**config.mk**
```make
export PLATFORM = sky130hd
export DESIGN_NAME = mtsp_sf_wb
export DESIGN_NICKNAME = d
export VERILOG_FILES = /design/src/rtl/mtsp_sf_wb_pkg.sv /design/src/rtl/mtsp_sf_wb_fifo.sv /design/src/rtl/mtsp_sf_wb.sv
export SDC_FILE = /design/constraint.sdc
export NUM_CORES = 1
export LEC_CHECK = 0
export ABC_AREA = 1
export BUFFER_PORTS_ARGS = -buffer_cell sky130_fd_sc_hd__clkbuf_2
export CORE_ASPECT_RATIO = 0.8
export CORE_MARGIN = 3
export CORE_UTILIZATION = 45
export DETAILED_ROUTE_END_ITERATION = 7
export RECOVER_POWER = 50
export SLEW_MARGIN = 20
export SYNTH_ARGS = -nofsm -noshare
export SYNTH_HDL_FRONTEND = slang
export SYNTH_SLANG_ARGS = --single-unit
```
**constraint.sdc**
```tcl
create_clock -name CLK -period 9.3 [get_ports CLK]
set_input_delay 1.86 -clock CLK [delete_from_list [all_inputs] [get_ports CLK]]
set_output_delay 1.86 -clock CLK [all_outputs]
set_load 0.05 [all_outputs]
```
**src/rtl/mtsp_sf_wb_pkg.sv**
```systemverilog
// Shared types for the MTSP special-function writeback buffer.
// MTSP_SF_WB_MERGE_EN adds the second dword and phase-#0 lane mask to each entry.
package mtsp_sf_wb_pkg;

   localparam int LANE_X = 3;
   localparam int LANE_Y = 2;
   localparam int LANE_Z = 1;
   localparam int LANE_W = 0;

   localparam int WB_ADDR_W = 6;

   typedef struct packed {
      logic [WB_ADDR_W-1:0] addr;
      logic [3:0]           mask;
`ifdef MTSP_SF_WB_MERGE_EN
      logic [3:0]           mask0;
      logic [31:0]          dword1;
`endif
      logic [31:0]          dword0;
   } wb_entry_t;

   function automatic logic [31:0] lane_dword(wb_entry_t e, int lane);
`ifdef MTSP_SF_WB_MERGE_EN
      return e.mask0[lane] ? e.dword0 : e.dword1;
`else
      return (lane >= 0) ? e.dword0 : 32'h0;
`endif
   endfunction

   function automatic logic [127:0] expand_lanes(wb_entry_t e);
      logic [127:0] r;
      r = '0;
      r[LANE_X*32 +: 32] = lane_dword(e, LANE_X);
      r[LANE_Y*32 +: 32] = lane_dword(e, LANE_Y);
      r[LANE_Z*32 +: 32] = lane_dword(e, LANE_Z);
      r[LANE_W*32 +: 32] = lane_dword(e, LANE_W);
      return r;
   endfunction

endpackage

```
**src/rtl/mtsp_sf_wb_fifo.sv**
```systemverilog
// Two-write / one-read queue of writeback entries.
// Writer must use slot 0 before slot 1; slot 1 lands right behind slot 0.
module mtsp_sf_wb_fifo
   import mtsp_sf_wb_pkg::*;
#(
   parameter int DEPTH = 8,
   localparam int PTR_W = $clog2(DEPTH),
   localparam int CNT_W = $clog2(DEPTH + 1)
) (
   input  logic             clk,
   input  logic             rst_n,
   input  logic             wr_en0,
   input  wb_entry_t        wr_data0,
   input  logic             wr_en1,
   input  wb_entry_t        wr_data1,
   input  logic             rd_en,
   output wb_entry_t        rd_data,
   output logic [CNT_W-1:0] count
);

   wb_entry_t        mem [DEPTH];
   logic [PTR_W-1:0] wptr;
   logic [PTR_W-1:0] rptr;

   // Storage is reset so the outputs read back zero straight out of reset.
   always_ff @(posedge clk or negedge rst_n) begin
      if (!rst_n) begin
         wptr  <= '0;
         rptr  <= '0;
         count <= '0;
         for (int i = 0; i < DEPTH; i++) mem[i] <= '0;
      end else begin
         if (wr_en0) mem[wptr] <= wr_data0;
         if (wr_en1) mem[wptr + PTR_W'(1)] <= wr_data1;
         wptr  <= wptr + PTR_W'(wr_en0) + PTR_W'(wr_en1);
         if (rd_en) rptr <= rptr + PTR_W'(1);
         count <= count + CNT_W'(wr_en0) + CNT_W'(wr_en1) - CNT_W'(rd_en);
      end
   end

   assign rd_data = mem[rptr];

endmodule

```
**src/rtl/mtsp_sf_wb.sv**
```systemverilog
// Special-function writeback buffer: queues up to two SF results per cycle and
// drains them through one arbitrated RF write port. Optional: MTSP_SF_WB_MERGE_EN.
module mtsp_sf_wb
   import mtsp_sf_wb_pkg::*;
#(
   parameter int DEPTH       = 8,
   parameter int ADDR_W      = 6,
   parameter int HOLD_MARGIN = 6
) (
   input  logic              CLK,
   input  logic              nRST,
   input  logic [3:0]        WE0,
   input  logic [31:0]       DOUT0,
   input  logic [ADDR_W-1:0] DST0,
   input  logic [3:0]        WE1,
   input  logic [31:0]       DOUT1,
   input  logic [ADDR_W-1:0] DST1,
   output logic              RF_REQ,
   input  logic              RF_GNT,
   output logic [ADDR_W-1:0] RF_ADDR,
   output logic [3:0]        RF_WMASK,
   output logic [127:0]      RF_WDATA,
   output logic              ISSUE_HOLD,
   output logic              OVF
);

   localparam int CNT_W = $clog2(DEPTH + 1);
   localparam int CW    = CNT_W + 1;

   wb_entry_t      ent0, ent1, first_ent, head;
   logic           has_first, has_second, pop;
   logic           wr_en0, wr_en1, ovf_set;
   logic [CNT_W-1:0] count;
   logic [CW-1:0]  free_slots, count_next;

   always_comb begin
      ent0        = '0;
      ent0.addr   = WB_ADDR_W'(DST0);
      ent0.mask   = WE0;
      ent0.dword0 = DOUT0;
      ent1        = '0;
      ent1.addr   = WB_ADDR_W'(DST1);
      ent1.mask   = WE1;
      ent1.dword0 = DOUT1;
      has_first   = (WE0 != 4'h0) || (WE1 != 4'h0);
      has_second  = (WE0 != 4'h0) && (WE1 != 4'h0);
`ifdef MTSP_SF_WB_MERGE_EN
      ent0.mask0  = WE0;
      ent0.dword1 = DOUT0;
      ent1.mask0  = WE1;
      ent1.dword1 = DOUT1;
      // Disjoint lanes to the same register fold into one entry and one slot.
      if (has_second && (DST0 == DST1) && ((WE0 & WE1) == 4'h0)) begin
         ent0.mask   = WE0 | WE1;
         ent0.dword1 = DOUT1;
         has_second  = 1'b0;
      end
`endif
      first_ent = (WE0 != 4'h0) ? ent0 : ent1;
   end

   assign RF_REQ = (count != '0);
   assign pop    = RF_REQ & RF_GNT;

   // A same-cycle pop frees a slot, so push+pop on a full queue never overflows.
   assign free_slots = CW'(DEPTH) - CW'(count) + CW'(pop);
   assign wr_en0     = has_first  && (free_slots >= CW'(1));
   assign wr_en1     = has_second && (free_slots >= CW'(2));
   assign ovf_set    = (has_first && !wr_en0) || (has_second && !wr_en1);
   assign count_next = CW'(count) + CW'(wr_en0) + CW'(wr_en1) - CW'(pop);

   mtsp_sf_wb_fifo #(.DEPTH(DEPTH)) u_fifo (
      .clk      (CLK),
      .rst_n    (nRST),
      .wr_en0   (wr_en0),
      .wr_data0 (first_ent),
      .wr_en1   (wr_en1),
      .wr_data1 (ent1),
      .rd_en    (pop),
      .rd_data  (head),
      .count    (count)
   );

   always_ff @(posedge CLK or negedge nRST) begin
      if (!nRST) begin
         ISSUE_HOLD <= 1'b0;
         OVF        <= 1'b0;
      end else begin
         ISSUE_HOLD <= (count_next > CW'(DEPTH - HOLD_MARGIN));
         if (ovf_set) OVF <= 1'b1;
      end
   end

   assign RF_ADDR  = ADDR_W'(head.addr);
   assign RF_WMASK = head.mask;
   assign RF_WDATA = expand_lanes(head);

endmodule

```
# Yosys cells after proc, flatten, opt, wreduce, memory -nomap -nowiden
# Cells that the tools add are included.
[totals]
ff_bits = 348
out_inout_bits = 141
[op_classes]
add_sub_neg = 12
n_lt_le_gt_ge = 8
mux = 12
bitwise_logic = 4
reduce_logical = 14
[ops]
columns = ["operator", "count"]
rows = [
  ["bitwise mux 336 bit", 2],
  ["two-way mux 336 bit", 2],
  ["demux 42 bit (select 3 bit)", 2],
  ["two-way mux 42 bit", 5],
  ["binary-select mux 42 bit (select 3 bit)", 1],
  ["greater-or-equal comparator 4 bit (second input constant)", 3],
  ["inverter 3 -> 4 bit", 3],
  ["nonzero test 4 bit", 3],
  ["adder 5 x 1 -> 5 bit", 2],
  ["adder 4 x 1 -> 4 bit", 2],
  ["< comparator 4 x 1 -> 1 bit (second input constant)", 2],
  ["logical AND 1 bit", 7],
  ["adder 3 x 1 -> 3 bit", 2],
  ["adder 3 x 1 -> 3 bit (second input constant)", 2],
  ["adder 4 x 1 -> 5 bit", 1],
  ["greater-or-equal comparator 5 x 1 -> 1 bit (second input constant)", 1],
  ["greater-or-equal comparator 5 x 2 -> 1 bit (second input constant)", 1],
  ["> comparator 5 x 2 -> 1 bit (second input constant)", 1],
  ["subtractor 4 x 4 -> 5 bit (first input constant)", 1],
  ["subtractor 5 x 1 -> 5 bit", 1],
  ["subtractor 4 x 1 -> 4 bit", 1],
  ["logical NOT 1 bit", 2],
  ["logical OR 1 bit", 2],
  ["bitwise AND 1 bit", 1],
]

# Depth between registers and ports, before layout
[depth]
word_depth = 9
mapped_depth = 26

# Hierarchy
# Synthesis repeated with hierarchy kept, for this count alone.
[hier_totals]
cells_unflattened = 4003
hier_area_um2 = 24587.3
[modules_own_cells]
columns = ["mod", "n_inst", "cells_each", "area_per_inst_um2"]
rows = [
  ["mtsp_sf_wb_fifo", 1, 3790, 22788.1],
  ["mtsp_sf_wb", 1, 213, 1799.2],
]

# Worst setup path before layout
# No wires, ideal clock.
[synth_timing]
path_kind = "input to register"
startpoint = "input RF_GNT"
endpoint = "register ISSUE_HOLD"
t_arrival_ns = 4.637
required_time_ns = 9.171
setup_slack_ns = 4.534
cell_stages = 23
path_buffers = 2
cell_sequence = "nand2_1 ha_1 inv_2 ha_1 inv_1 nand2_1 nor2_1 nand3_1 nand2_4 buf_6 buf_2 nand2_1 nand2_1 inv_1 ha_1 inv_1 nand2_1 fa_1 nand3_1 nand2_1 xor2_1 a211oi_1 nand3_1"
[synth_between]
elab_chain_cells = 8
word_cells_on_any_way = 10
[synth_rtl]
columns = ["element", "line", "text"]
rows = [
  ["start, declared", "mtsp_sf_wb.sv:19", "input logic RF_GNT,"],
  ["bitwise AND 1 bit (*)", "mtsp_sf_wb.sv:63", "assign pop = RF_REQ & RF_GNT;"],
  ["adder 5 x 1 -> 5 bit", "mtsp_sf_wb.sv:66", "assign free_slots = CW'(DEPTH) - CW'(count) + CW'(pop);"],
  ["greater-or-equal comparator 5 x 1 -> 1 bit", "mtsp_sf_wb.sv:67", "assign wr_en0 = has_first && (free_slots >= CW'(1));"],
  ["logical AND 1 bit", "mtsp_sf_wb.sv:67", ""],
  ["adder 4 x 1 -> 5 bit", "mtsp_sf_wb.sv:70", "assign count_next = CW'(count) + CW'(wr_en0) + CW'(wr_en1) - CW'(pop);"],
  ["adder 5 x 1 -> 5 bit", "mtsp_sf_wb.sv:70", ""],
  ["subtractor 5 x 1 -> 5 bit (*)", "mtsp_sf_wb.sv:70", ""],
  ["> comparator 5 x 2 -> 1 bit (*)", "mtsp_sf_wb.sv:89", "ISSUE_HOLD <= (count_next > CW'(DEPTH - HOLD_MARGIN));"],
  ["end signal, assigned", "mtsp_sf_wb.sv:89", ""],
  ["end, declared", "mtsp_sf_wb.sv:23", "output logic ISSUE_HOLD,"],
]
# Every way passes the cells marked *; elsewhere a longest branch is shown, timed or not.
# A chain may end at the register's enable or synchronous reset.

# Final worst setup path
[layout_timing]
startpoint = "register u_fifo.rptr[0]"
endpoint = "output RF_WDATA[65]"
[layout_between]
elab_chain_cells = 4
[layout_rtl]
columns = ["element", "line", "text"]
rows = [
  ["start, declared", "mtsp_sf_wb_fifo.sv:23", "logic [PTR_W-1:0] rptr;"],
  ["start signal, assigned", "mtsp_sf_wb_fifo.sv:36", "if (rd_en) rptr <= rptr + PTR_W'(1);"],
  ["inverter 3 -> 4 bit (implied by the code)", "mtsp_sf_wb_fifo.sv:41", "assign rd_data = mem[rptr];"],
  ["binary-select mux 42 bit (select 3 bit)", "mtsp_sf_wb_fifo.sv:41", ""],
  ["two-way mux 42 bit (implied by the code) (2 in a row)", "mtsp_sf_wb_fifo.sv:41", ""],
  ["end, declared", "mtsp_sf_wb.sv:22", "output logic [127:0] RF_WDATA,"],
]
# Every way passes these cells. The select of a mux whose other input is x is not followed.

==> flow_summary.ini <==
[status]
outcome = finished, violations left
violations = max-capacitance violations, max-slew violations

[yosys]
synth_top_family_by_area = simple AND/OR/NAND/NOR gates
yosys.area_share.simple_pct = 30.4
synth_mux_area_share_pct = 1.01
synth_area_per_cell_um2 = 6.55
synth_fa_ha_area_share_pct = 0.837
synth_area_um2 = 23300
yosysWarnings = 0
synthesis.nets = 3663
synth_compound_area_share_pct = 14.7
yosysUniqueCellTypes = 35
synth_seq_cells = 348
synthCells = 3561
synth_xor_area_share_pct = 0.263
ys_seq_area_share_pct = 37.3

[finish]
area_growth_syn_to_layout_pct = 7.13
drive_gt1_share_pct = 11.2
nFillCells = 5117
design_area_um2 = 25000
nets = 3617

[drt]
route.detailed.drc = 0
ant_nets = 0
drt_iter0_markers = 2562
viasPerCell = 5.61
wl_mm = 87.9
first_pass_iters = 6
dr_total_vias = 23700
drt-wirelength-per-cell_um = 20.8

[clocking]
cts_buffer_depth = 3
post_cts.repair.setup_buffers = 0
clock_sink_count = 348
tritoncts = yes
cts.clk_slew.worst_paths_ns = 0.06
cts.repair.resized = 0
cts-buffers-inserted = 41
clkLatencyLatePin_ns = 0.56
cts_root_buf = clkbuf_16
htreeDepth = 2
ctsHoldBuffers = 0

[sta]
clock_skew_ns = 0.0105
maxSlewViolCount = 254
finalCritPeriodShare_pct = 75.4
hold_viol_final = 0
fmax_mhz = 143
rsz0062_at_grt = false
setup_viol = 0
setup_tns_ns = 0
worst_pin_slew_ns = 4.65
fin_crit_ns = 7.02
relSlewSlack_pct = -210

[floorplan]
core_area_um2 = 50400
die_y_um = 210
die_w_um = 261
start_util_pct = 46.3
die-area_um2 = 54600
ioPinCount = 228
core.rowCount = 73

[critical_path]
start_kind = flip-flop
critPathRequiredTime_ns = 7.44
path_class = reg2out
arrival_ns = 5.16
cp_num_buf_inv = 3
critical_path.top_delay_family = buffers and inverters
cp_slowest_cell = clkbuf_1
slowest_delay_ns = 2.11
endpoint_kind = primary output
cp_max_fo = 57
path_cells = inv_4 > clkbuf_1 > nand2_1 > o21ai_0 > a221oi_1 > a31oi_1 > clkbuf_2

[hold_path]
hp-class = reg2reg

[job]
maxCapViolCount = 4

[global_routing]
antenna_found_initial = 0
grt_max_degree = 141
busiest_layer = met2
grt_pass1_vias = 22000
met3_usage_pct = 5.73
gr-usage-all-layers_pct = 31.5
grt_overflow = 0
grtUsageMet2_pct = 49.6
use_met1_pct = 43.7
grt_pass1_wl_mm = 132

[place]
io_buffers = 227
hpwl_mm = 49.2
gp_congestion = 0.816
post_dp_cell_area_um2 = 23700
## synth_stat cells, drive strengths merged
| library cell | n | share of area, % |
|---|---|---|
| ha | 14 | 0.75 |
| xnor2 | 2 | 0.075 |
| o211ai | 12 | 0.39 |
| a221oi | 22 | 0.83 |
| clkbuf | 123 | 2.0 |
| dfrtp | 348 | 37 |
| a211oi | 1 | 0.032 |
| nand3 | 318 | 6.8 |
| nand4 | 1 | 0.054 |
| buf | 231 | 6.3 |
| mux2i | 11 | 1.0 |
| a31oi | 42 | 1.1 |
| xor2 | 5 | 0.19 |
| nand2 | 1376 | 22 |
| a21oi | 121 | 2.6 |
| nor3 | 8 | 0.42 |
| nor2 | 41 | 0.79 |
| o21ai | 432 | 9.4 |
| inv | 443 | 7.1 |
| fa | 1 | 0.086 |
| o21bai | 9 | 0.29 |
## through the flow
step / instances / worst slack (ns) / hold WS (ns) / util (%)
after global routing: 4218 / 2.06 / 0.503 / 49.6
after detailed placement: 4147 / 3.81 / 0.474 / 47.1
final: 4219 / 2.28 / 0.487 / 49.6
after CTS: 4218 / 3.95 / 0.490 / 49.6
after floorplan: 3561 / 4.53 / 0.527 / -
after global placement: 4147 / 3.94 / 0.477 / 47.1
## final cells by class
type                       count  area [um2]  share of cell area, %
clock inverter                 8        65.1                  0.260
clock buffer                  63        1210                   4.84
timing repair buffer         265        1430                   5.72
tap                          675         845                   3.38
antenna                        1        2.50                 0.0100
multi-input combinational   2416       11100                   44.2
sequential                   348        8710                   34.9
inverter                     443        1670                   6.70
## sequential cells by signal, indices dropped and copies added, names as in the netlist
signal        count
OVF               1
u_fifo.count      4
u_fifo.rptr       3
u_fifo.mem      336
u_fifo.wptr       3
ISSUE_HOLD        1
## cells by family after synthesis
family / after synthesis
mux: 11
simple gates: 1744
flops: 348
xor+xnor: 7
buf+inv: 797
fa+ha+maj: 15
compound gates: 639
## routing by layer
metal  vias up  part of all wire, %
met2      1313                   44
met4         0                  2.9
li1      11000                    -
met5         -                    0
met3       207                   11
met1     11200                   42
## layout by cell type, fill, tap and decap left out, types with 2 or more instances in the layout
master,instances
nand2_1,1358
inv_1,422
o21ai_0,367
dfrtp_1,347
nand3_1,318
clkbuf_2,223
a21oi_1,121
o21ai_1,54
a31oi_1,42
clkbuf_16,41
buf_4,34
nor2_1,33
a221oi_1,22
inv_2,18
clkbuf_1,18
nand2_2,17
ha_1,14
o211ai_1,12
o21ai_2,11
mux2i_4,10
clkbuf_8,10
o21bai_1,9
nor3_4,8
clkinv_2,8
nor2_2,6
xor2_1,5
nor2_4,2
xnor2_1,2
## worst reg2reg max path: cells and delay by family (launching register included)
family,cells,cell delay (ns)
buffers and inverters,3,0.61
adders and majority gates,3,0.60
and+or+nand+nor,10,4.27
DFF,1,0.41
AOI/OAI and AO/OA,1,0.22
## final timing paths
check                                 from              end  slack [ns]  cells past startpoint
setup / recovery            u_fifo.rptr[0]     RF_WDATA[65]        2.28                      7
hold / removal                         OVF              OVF        0.49                      1
setup reg to reg           u_fifo.count[2]   u_fifo.mem[30]        3.08                     17
hold reg to reg                        OVF              OVF        0.49                      1
max in group asynchronous             nRST  u_fifo.mem[226]        2.93                      2
min in group asynchronous             nRST       ISSUE_HOLD        1.40                      1
Power is not shown: default switching activity piles up to over one toggle a cycle in this logic, so the estimate is an artifact.
